**config.mk**
```make
export PLATFORM = sky130hd
export DESIGN_NAME = blast_hit_writer
export DESIGN_NICKNAME = d
export VERILOG_FILES = /design/src/rtl/blast_hit_writer.sv
export SDC_FILE = /design/constraint.sdc
export NUM_CORES = 1
export LEC_CHECK = 0
export CORE_MARGIN = 2
export CORE_UTILIZATION = 36
export DETAILED_ROUTE_END_ITERATION = 10
export GPL_ROUTABILITY_DRIVEN = 0
export SETUP_SLACK_MARGIN = 0.5
export SLEW_MARGIN = 15
export SYNTH_ARGS = -nofsm -noshare
export SYNTH_HDL_FRONTEND = slang
export SYNTH_SLANG_ARGS = --single-unit
```
**constraint.sdc**
```tcl
create_clock -name clk -period 4.56 [get_ports clk]
set_input_delay 0.456 -clock clk [delete_from_list [all_inputs] [get_ports clk]]
set_output_delay 0.456 -clock clk [all_outputs]
set_load 0.01 [all_outputs]
```
**src/rtl/blast_hit_writer.sv**
```systemverilog
// blast_hit_writer - packs 32-bit ungapped-extension hit records two per 64-bit word
// and writes them to on-chip memory, followed by a header word holding the hit count.
module blast_hit_writer #(
  parameter logic [13:0] BASE_ADDR  = 14'd0,
  parameter logic [15:0] MAX_WORDS  = 16'd1024,
  parameter int          FIFO_DEPTH = 4,
  parameter logic [7:0]  CMD_START  = 8'hAA,
  parameter logic [7:0]  CMD_FLUSH  = 8'hBB
) (
  input  logic        clk,
  input  logic        reset,
  input  logic        app_ready,
  input  logic [7:0]  app_code,
  input  logic        hit_valid,
  output logic        hit_ready,
  input  logic [7:0]  hit_add_inQ_UnGap,
  input  logic [7:0]  hit_add_inS_UnGap,
  input  logic [7:0]  hit_length_UnGap,
  input  logic [7:0]  hit_add_score,
  input  logic        memory_ready,
  output logic [13:0] memory_address,
  output logic        memory_write,
  output logic [63:0] memory_writedata,
  output logic [7:0]  memory_byteenable,
  output logic        memory_chipselect,
  output logic        memory_clken,
  output logic [15:0] hit_count,
  output logic        busy,
  output logic        done,
  output logic        overflow
);

  localparam int AW = $clog2(FIFO_DEPTH);

  typedef enum logic [2:0] {IDLE, RUN, DRAIN, PART, HDR, DONE} state_t;
  state_t state, state_next;

  logic [31:0] fifo_mem [FIFO_DEPTH];
  logic [AW:0] wr_ptr, rd_ptr;
  logic        fifo_empty, fifo_full;
  logic [31:0] record, pop_record;
  logic [31:0] pack_lo, pack_hi;
  logic        have_lo, pair_full;
  logic [15:0] word_idx;
  logic        start_cmd, flush_cmd, push, pop, word_limit;
  logic        pair_write, part_write;

  assign record     = {hit_add_score, hit_length_UnGap, hit_add_inS_UnGap, hit_add_inQ_UnGap};
  assign fifo_empty = (wr_ptr == rd_ptr);
  assign fifo_full  = (wr_ptr[AW] != rd_ptr[AW]) && (wr_ptr[AW-1:0] == rd_ptr[AW-1:0]);
  assign pop_record = fifo_mem[rd_ptr[AW-1:0]];

  assign start_cmd  = app_ready && (app_code == CMD_START);
  assign flush_cmd  = app_ready && (app_code == CMD_FLUSH) && (state == RUN);
  assign hit_ready  = (state == RUN) && !fifo_full;
  assign push       = hit_valid && hit_ready;
  // A completed pair blocks further pops until its word has been written.
  assign pop        = ((state == RUN) || (state == DRAIN)) && !fifo_empty && !pair_full;
  assign word_limit = (word_idx == MAX_WORDS);

  assign busy              = (state == RUN) || (state == DRAIN) || (state == PART) || (state == HDR);
  assign done              = (state == DONE);
  assign memory_chipselect = memory_write;
  assign memory_clken      = memory_write;

  always_comb begin
    state_next        = state;
    memory_write      = 1'b0;
    memory_address    = 14'd0;
    memory_writedata  = 64'd0;
    memory_byteenable = 8'd0;
    pair_write        = 1'b0;
    part_write        = 1'b0;
    case (state)
      RUN, DRAIN: begin
        if (pair_full && memory_ready) begin
          pair_write        = 1'b1;
          memory_write      = 1'b1;
          memory_address    = BASE_ADDR + 14'd1 + 14'(word_idx);
          memory_writedata  = {pack_hi, pack_lo};
          memory_byteenable = 8'hFF;
        end
        if (state == RUN && flush_cmd)
          state_next = DRAIN;
        else if (state == DRAIN && fifo_empty && !pair_full)
          state_next = PART;
      end
      PART: begin
        if (!have_lo) begin
          state_next = HDR;
        end else if (memory_ready) begin
          part_write        = 1'b1;
          memory_write      = 1'b1;
          memory_address    = BASE_ADDR + 14'd1 + 14'(word_idx);
          memory_writedata  = {32'h0, pack_lo};
          memory_byteenable = 8'h0F;
          state_next        = HDR;
        end
      end
      HDR: begin
        if (memory_ready) begin
          memory_write      = 1'b1;
          memory_address    = BASE_ADDR;
          memory_writedata  = {48'h0, hit_count};
          memory_byteenable = 8'hFF;
          state_next        = DONE;
        end
      end
      default: ;
    endcase
    if (start_cmd)
      state_next = RUN;
  end

  always_ff @(posedge clk) begin
    if (push)
      fifo_mem[wr_ptr[AW-1:0]] <= record;
  end

  always_ff @(posedge clk or posedge reset) begin
    if (reset) begin
      state     <= IDLE;
      wr_ptr    <= '0;
      rd_ptr    <= '0;
      pack_lo   <= 32'd0;
      pack_hi   <= 32'd0;
      have_lo   <= 1'b0;
      pair_full <= 1'b0;
      word_idx  <= 16'd0;
      hit_count <= 16'd0;
      overflow  <= 1'b0;
    end else begin
      state <= state_next;
      if (start_cmd) begin
        wr_ptr    <= '0;
        rd_ptr    <= '0;
        have_lo   <= 1'b0;
        pair_full <= 1'b0;
        word_idx  <= 16'd0;
        hit_count <= 16'd0;
        overflow  <= 1'b0;
      end else begin
        if (push)
          wr_ptr <= wr_ptr + 1'b1;
        if (pop) begin
          rd_ptr <= rd_ptr + 1'b1;
          if (word_limit) begin
            overflow <= 1'b1;
          end else begin
            if (!have_lo) begin
              pack_lo <= pop_record;
              have_lo <= 1'b1;
            end else begin
              pack_hi   <= pop_record;
              pair_full <= 1'b1;
              have_lo   <= 1'b0;
            end
            if (hit_count != 16'hFFFF)
              hit_count <= hit_count + 16'd1;
          end
        end
        if (pair_write) begin
          pair_full <= 1'b0;
          word_idx  <= word_idx + 16'd1;
        end
        if (part_write)
          have_lo <= 1'b0;
      end
    end
  end

endmodule

```
-- Word-level counts from Yosys, hierarchy flattened
Memory sizes are Yosys's and may differ from the RTL's.
Cells that the tools add are included.
- mux-type cells: 52
- bitwise operators: 3
- multipliers: 0
- shift operators: 0
- divide/modulo/power cells: 0
- add/subtract/negate cells: 5
- eq/ne operators: 18
- $lt $le $gt $ge: 0
- reductions and logical operators: 35
- operators with widths (operator ; number):
    case mux 64 bit (3 select lines) ; 1
    2-to-1 mux 16 bit ; 7
    2-to-1 mux 32 bit ; 2
    2-to-1 mux 64 bit ; 1
    2-to-1 mux 14 bit ; 3
    adder 16 x 1 -> 16 bit, second input constant ; 2
    2-to-1 mux 3 bit ; 10
    case mux 14 bit (2 select lines) ; 1
    case mux 8 bit (3 select lines) ; 1
    2-to-1 mux 1 bit ; 20
    equality test 16 x 11 -> 1 bit, second input constant ; 1
    equality test 8 bit, second input constant ; 2
    2-to-1 mux 8 bit ; 2
    != test 16 bit, second input constant ; 1
    adder 1 x 14 -> 14 bit, first input constant ; 1
    logical AND 1 bit ; 12
    AND reduction 4 bit ; 3
    nonzero test 2 bit ; 5
    case mux 3 bit (3 select lines) ; 1
    nonzero test 3 bit ; 3
    2-to-1 mux 4 bit ; 2
    != test 4 bit, second input constant ; 2
    adder 3 x 1 -> 3 bit, second input constant ; 2
    equality test 3 x 2 -> 1 bit, second input constant ; 2
    16 further kinds ; 26
- bits in registers: 108
- output and inout port bits: 109
- RAM bits: 128
- input bits: 45
- memories kept: 1
- bits in read-only memories: 0
- bits in latches: 0
- logic and storage cells: 124
- memories (name ; words ; bits a word ; read ports ; clocked after memory_dff ; wr ports ; RTL line ; RTL):
    fifo_mem ; 4 ; 32 ; 1 ; 0 ; 1 ; 38 ; logic [31:0] fifo_mem [FIFO_DEPTH];

-- Depth between registers and ports, before layout
Gate-level depths: netlist of the first run.
- depth after elaboration: 7
- mapped depth: 9
- depth with buffers taken out: 7

-- Worst setup path after synthesis of the first run
Ideal clock, no wire load.
- kind: flip-flop to flip-flop
- start: register state[0]
- end: register wr_ptr[2]
- buffers on the path: 1
- cell stages (with the launch flop): 7
- arrival time: 2.512 ns
- clock period less this slack: 2.631 ns
- slack: 1.929 ns
- required time: 4.441 ns
- library setup time: 0.119 ns
- path through: dfrtp_1 buf_4 or3b_2 a31oi_1 and3_1 xor2_1 and2_1
- word-level cells in the longest chain between the ends: 4
- RTL lines (element ; RTL line ; RTL):
    from (decl) ; 36 ; state_t state, state_next;
    from (signal assigned) ; 133 ; state <= state_next;
    equality test 3 x 1 -> 1 bit ; 55 ; assign hit_ready = (state == RUN) && !fifo_full;
    logical AND 1 bit ; 55 ;
    via hit_ready ; 15 ; output logic hit_ready,
    logical AND 1 bit ; 56 ; assign push = hit_valid && hit_ready;
    nonzero test 2 bit (no source line) ; n/a ;
    to (signal assigned) ; 144 ; wr_ptr <= wr_ptr + 1'b1;
    to (decl) ; 39 ; logic [AW:0] wr_ptr, rd_ptr;
The timed path passes the listed nets, and every way through them passes these cells.
A chain may end at the register's enable or synchronous reset.

-- Final worst setup path of the first run
- start: register word_idx[0]
- end: output port memory_address[12]
- word-level cells in the longest chain between the ends: 4
- elaborated cells between the ends (all ways): 5
- those cells by class: 1 x add/sub; 4 x mux
- RTL lines (element ; RTL line ; RTL):
    from (decl) ; 44 ; logic [15:0] word_idx;
    from (signal assigned) ; 164 ; word_idx <= word_idx + 16'd1;
    adder 1 x 14 -> 14 bit (*) ; 79, 94 ;
    2-to-1 mux 14 bit ; 91 ; end else if (memory_ready) begin
    2-to-1 mux 14 bit ; 89 ; if (!have_lo) begin
    case mux 14 bit (2 select lines) (*) ; 74 ; case (state)
    to (decl) ; 21 ; output logic [13:0] memory_address,
Every way passes the cells marked *; elsewhere a longest branch is shown, timed or not.

==> results of run 1 <==
## sequential cells by signal, summed over array words and instances (netlist names)
register / count
hit_count: 16
rd_ptr: 3
state: 3
pack_lo: 32
overflow: 1
pair_full: 1
wr_ptr: 3
fifo_mem: 128
have_lo: 1
word_idx: 16
pack_hi: 32
## report_power, final
group / switching (mW) / total (mW) / internal (mW)
Clock: 0.842 / 2.20 / 1.36
Sequential: 0.380 / 3.03 / 2.65
Combinational: 0.661 / 1.57 / 0.914
## through the flow
step / setup WS (ns) / cell area [sq um] / util (%) / hold WS (ns)
floorplan: 1.26 / 10500 / - / 0.470
global placement: 1.20 / 12400 / 43.0 / 0.483
detailed placement: 1.18 / 12400 / 43.0 / 0.483
CTS: 0.917 / 13300 / 46.2 / 0.353
global route: 0.704 / 13300 / 46.2 / 0.383
finish: 0.964 / 13300 / 46.2 / 0.343
## final cells by class
class / count / area [sq um] / area share, %
Timing Repair Buffer: 163 / 1610 / 12.1
Multi-Input combinational cell: 417 / 3680 / 27.7
Inverter: 11 / 43.8 / 0.330
Sequential cell: 236 / 6550 / 49.3
Clock buffer: 32 / 724 / 5.45
Antenna cell: 1 / 2.50 / 0.0188
Clock inverter: 16 / 195 / 1.47
Tap cell: 384 / 480 / 3.62
## per-layer routing
metal | GRT usage, % | vias to the layer above | share of wire, %
li1 | - | 2926 | -
met1 | 21.9 | 3268 | 45
met2 | 26.8 | 192 | 48
met3 | 3.22 | 32 | 5.7
met4 | 4.13 | 0 | 1.9
met5 | 0 | - | 0
## cells in the mapped netlist, drive strengths merged (2+ instances only)
master	count	area, sq um
nor4b	2	17.5
o211ai	2	15.0
ha	8	100
a22o	13	114
nor3b	2	15.0
nor2	51	191
nor3	9	50.1
mux2	65	882
nand2	32	128
o31ai	7	52.6
xor2	11	96.3
dfrtp	108	2700
nor4	9	77.6
o21ai	12	60.1
edfxtp	128	3840
or3	6	37.5
nand3b	2	15.0
nand4	7	43.8
inv	11	41.3
xnor2	25	226
a31oi	2	12.5
clkbuf	27	101
or4	11	82.6
and3	7	43.8
and2	52	328
nand3	16	92.6
mux4	32	724
mux2i	4	40.0
buf	22	183
a21oi	15	75.1
## worst register-to-register path, stage by stage, from the launching register on
cell	delay (ns)
dfrtp_1	0.52
or2_2	0.36
a311oi_4	0.50
nand2_4	0.28
nor3_4	0.29
buf_4	0.55
mux2_2	0.42
## cells by family after synthesis
kind of cell	count (synthesis)	synth area share (%)
compound gates	60	4.03
simple gates	212	11.1
buf+inv	60	3.09
flops	236	62.2
xor+xnor	36	3.06
fa+ha+maj	8	0.950
mux	101	15.6
## worst max-delay path by stage
stage,endpoint,cells past startpoint,startpoint,slack [ns]
floorplan,have_lo,1,reset,1.26
global placement,memory_writedata[22],6,memory_ready,1.20
detailed placement,memory_writedata[24],6,memory_ready,1.18
CTS,memory_writedata[24],6,state[1],0.92
global route,memory_address[12],7,word_idx[0],0.70
finish,memory_address[12],7,word_idx[0],0.96
==> run metrics, run 1 <==
outcome=complete, no violations; WL final=24600 um; Reg2Reg Setup Slack=1.53 ns; Power, Total=6.81 mW; Post-CTS Resized=0; clock slew at reported path FFs=0.06 ns; drt pass-1 iters=5; DRC viols=0; Top FF cell, synth=edfxtp_1; commonest non-fill, non-tap cells in the layout=clkdlybuf4s50_1 (153), edfxtp_1 (128), dfrtp_1 (106); gr ovfl total=0; dpl hpwl=15600 um; Vias/cell=5.09; Leak=4.90 nW; Worst Path Buf+Inv=1; Top Ports=154; actual slew at the worst max-slew pin=0.978 ns; Max Cap Viol=0; Critical Path RT=4.10 ns; Reg2Reg Depth=6; total CTS buffers=26; Rows=62; vias in the first global route=6499; Final period util=78.9%; most common cell after layout, fill and taps aside=clkdlybuf4s50_1; Worst setup SP type=flop; clock buffer depth=3; antenna-violating nets left=0; Hold Fails Final Rpt=0; Die Wd=175 um; Die ar.=0.0306 sq mm; port bufs=153; placed cell count=1211; Syn Nets=766; Synth Register Bits=236; Final Skew=0.0186 ns; PwrDens=512 mW/mm^2; drt wl/cell=19.6 um; Initial Utilization=36.6%; crit-path leading delay family=simple AND/OR/NAND/NOR gates; CP Data Arrival Time=3.14 ns; Setup TNS Final=0 ns; Synth Warn #=0; CTS H-Tree Depth=1; Synth Instances=713; Post-CTS Setup Inserts=0; crit path kind=flop to primary output; Peak Freq=0.278 GHz; Layout Cells excl Fill=1260; share of cells above drive strength 1=19.2%; worst ir drop on vdd=226 uV; Worst path max stage delay=0.62 ns; CTS tree=yes; Netlist Area Pre-Place=0.0105 sq mm; post-synthesis sequential area ratio=62.2%; Syn Area/Cell=14.8 sq um; Layout area overhead=26.1%; number of fill cells=2561; Min Clock Period, post-route=3.60 ns; CP Max Fanout=6; total number of vias=6418; slowest CP cell=nor4_2; reg-to-reg endpoint=pack_lo[17]; Core Region=0.0288 sq mm; hold buffer count at CTS=0; Sink Count=236; critical path cell sequence=ha_1 > nand3_1 > nor4_2 > nand2_1 > xor2_1 > nor2_1 > clkdlybuf4s50_1; Pins Over Slew Limit=0; Worst Hold Class=input pin to async pin; RSZ-0062 raised after global routing=no; Starting DRT DRC Count=444; worst skew pair latency=0.53 ns; pin count of the biggest net entering global routing=42; setup violators final=0; slew margin rel.=34.8%; Post-synth EDFFs=128; ys async rst share=45.8%; GRT Overall Usage=16.2%; Clock Tree Root=clkbuf_16; CP Capture Type=primary output; Reg2Reg Launch Point=state[2]; Die Span Y=175 um; first-pass GRT wire length=38300 um; Nets=908; Synth cell types=57; initial antenna violation count=2
(Power assumes the default switching activity.)
==> inputs of run 2 (changes only) <==
Clock period 4.56 ns to 3.1 ns, I/O delays scaled along.
==> run 2 against run 1 <==
Setup slack worse by 0.48 ns. First-iteration DRC count up 2.9%. Via count up 3.9%. Critical path depth up 1. Wire length up 6.8%. Sequential power up 47%.
==> run metrics, run 2 (synthesis gave the netlist of run 1 again) <==
outcome=complete, no violations; total number of vias=6667 (+3.9%); Sink Count=236 (unchanged); Hold Fails Final Rpt=0 (unchanged); antenna-violating nets left=0 (unchanged); share of cells above drive strength 1=27.8% (+8.6 points); initial antenna violation count=3 (+1); CP Data Arrival Time=2.31 ns (-0.83 ns); RSZ-0062 raised after global routing=yes; Nets=958 (+5.5%); Clock Tree Root=clkbuf_16; Peak Freq=0.382 GHz; WL final=26300 um (+6.8%); Max Cap Viol=0 (unchanged); Layout Utilization=48.5% (+2.3 points); actual slew at the worst max-slew pin=0.726 ns (-0.251 ns); Worst Hold Class=input pin to async pin; total CTS buffers=27 (+3.8%); antenna cells=0 (-1); Critical Path RT=2.79 ns (-1.31 ns); number of fill cells=2525 (-1.4%); dpl hpwl=15400 um (-1.0%); Leak=5.80 nW (+18%); drt pass-1 iters=6 (+1); DRC viols=0 (unchanged); pin count of the biggest net entering global routing=109 (+160%); clock buffer depth=3 (unchanged); CP Max Fanout=8 (+2); most common cell after layout, fill and taps aside=edfxtp_1; clock slew at reported path FFs=0.06 ns (about the same); hold buffer count at CTS=0 (unchanged); Die ar.=0.0306 sq mm (unchanged); area of the multi-input gates=0.00385 sq mm (+4.7%); Top Ports=154 (unchanged); worst skew pair latency=0.53 ns (about the same); PwrDens=728 mW/mm^2 (+42%); Worst Setup Slack, final=0.483 ns (-0.481 ns); Reg2Reg Depth=9 (+3); Core Region=0.0288 sq mm (unchanged); crit path kind=flop to primary output; Worst setup SP type=flop; vias in the first global route=6600 (+1.6%); Reg power frac=43.9% (-0.7 points); total internal power=7.26 mW (+47%); Gate power share=25.1% (+2.0 points); Pins Over Slew Limit=0 (unchanged); Layout area overhead=32.5%; Initial Utilization=36.6% (unchanged); Reg2Reg Setup Slack=0.57 ns (-0.96 ns); Min Clock Period, post-route=2.62 ns; Clock Power Share=31.0% (-1.3 points); setup violators final=0 (unchanged); Final period util=84.4%; CTS tree=yes; max reg flops=128 (unchanged); commonest non-fill, non-tap cells in the layout=edfxtp_1 (128), dfrtp_1 (97), clkdlybuf4s50_1 (76); port bufs=153 (unchanged); first-pass GRT wire length=39600 um (+3.3%); GRT Overall Usage=16.7% (+0.47 points); register area=0.00656 sq mm (+0.17%); drt wl/cell=20.1 um (+2.7%); Die Wd=175 um (unchanged); slew margin rel.=51.6% (+17 points); reg-to-reg endpoint=pack_lo[17]; Reg2Reg Launch Point=state[2]; Rows=62 (unchanged); Starting DRT DRC Count=457 (+2.9%); Place WS=-0.0139 ns (-1.19 ns); Final Skew=0.0193 ns (+0.000656 ns); CTS H-Tree Depth=1 (unchanged); Die Span Y=175 um (unchanged); worst ir drop on vdd=342 uV (+52%); sw frac=28.6% (+0.92 points); Vias/cell=5.09 (about the same); net switching power=2.91 mW (+54%); gr ovfl total=0 (unchanged); CP Capture Type=primary output
[run 2: cell types whose count changed in the layout (fill, tap and decap cells not counted), sizes merged, moves of 3 or more]
cell and delta:
dlymetal6s2s +19, clkdlybuf4s15 +3, dlygate4sd2 +37, clkdlybuf4s50 -77, clkbuf +20, buf +47, clkinv +3
[run 2: metrics by stage]
step           cell area (sq um)  setup TNS (ns)  std cells  hold WS [ns]  power (mW)
2_1_floorplan              10500               0        713         0.409        6.06
3_3_place_gp               12600               0       1224         0.482        6.86
3_5_place_dp               12600         -0.0820       1224         0.487        6.92
4_1_cts                    13700               0       1290         0.342        10.2
5_1_grt                    14000               0       1310         0.381        10.7
6_report                   14000               0       1310         0.310        10.2
[run 2: per-layer routing]
layer / routed length (um) / global-route usage (%) / vias up
li1: - / - / 3036
met5: 16 / 0 / -
met2: 12400 / 26.8 / 189
met4: 393 / 3.65 / 2
met1: 12000 / 23.8 / 3411
met3: 1510 / 2.98 / 29
[run 2: power by group through the flow]
stage | logic, mW | registers (mW) | clock network (mW)
3_3_place_gp | 2.37 | 4.49 | 0
4_1_cts | 2.55 | 4.44 | 3.23
2_1_floorplan | 1.78 | 4.28 | 0
5_1_grt | 2.79 | 4.52 | 3.37
6_report | 2.55 | 4.46 | 3.15
3_5_place_dp | 2.42 | 4.50 | 0
[run 2: how the worst max path moves through the flow]
| stage | start | end | slack [ns] | cells after the start |
|---|---|---|---|---|
| after floorplan | state[0] | fifo_mem[0][0] | 0.53 | 4 |
| final | state[0] | memory_writedata[27] | 0.48 | 8 |
| after global routing | state[0] | memory_writedata[21] | 0.40 | 8 |
| after detailed placement | memory_ready | memory_byteenable[2] | -0.01 | 5 |
| after global placement | memory_ready | memory_clken | 0.09 | 5 |
| after CTS | state[0] | memory_writedata[27] | 0.34 | 6 |
[run 2: critical path: stages, from the launching register on]
cell and delay, ns:
dfrtp_2 0.46, nor2b_4 0.15, and3_4 0.20, a21o_4 0.23, buf_12 0.13, buf_16 0.12
buf_4 0.16, and2_1 0.17, dlymetal6s2s_1 0.17
[run 2: layout make-up]
type	count	area share, %
tap	384	3.44
inverter	11	0.323
clock inverter	17	1.13
multi-input combinational	418	27.6
timing repair buffer	211	15.3
clock buffer	33	5.22
sequential	236	47.0
[run 2: what timing repair did]
action,CTS,global route
setup buffers,15,16
endpoints found under the hold margin,0,0
gates resized for setup,93,72
cloned,1,4
setup endpoints to repair,102,111
pin swaps,6,5
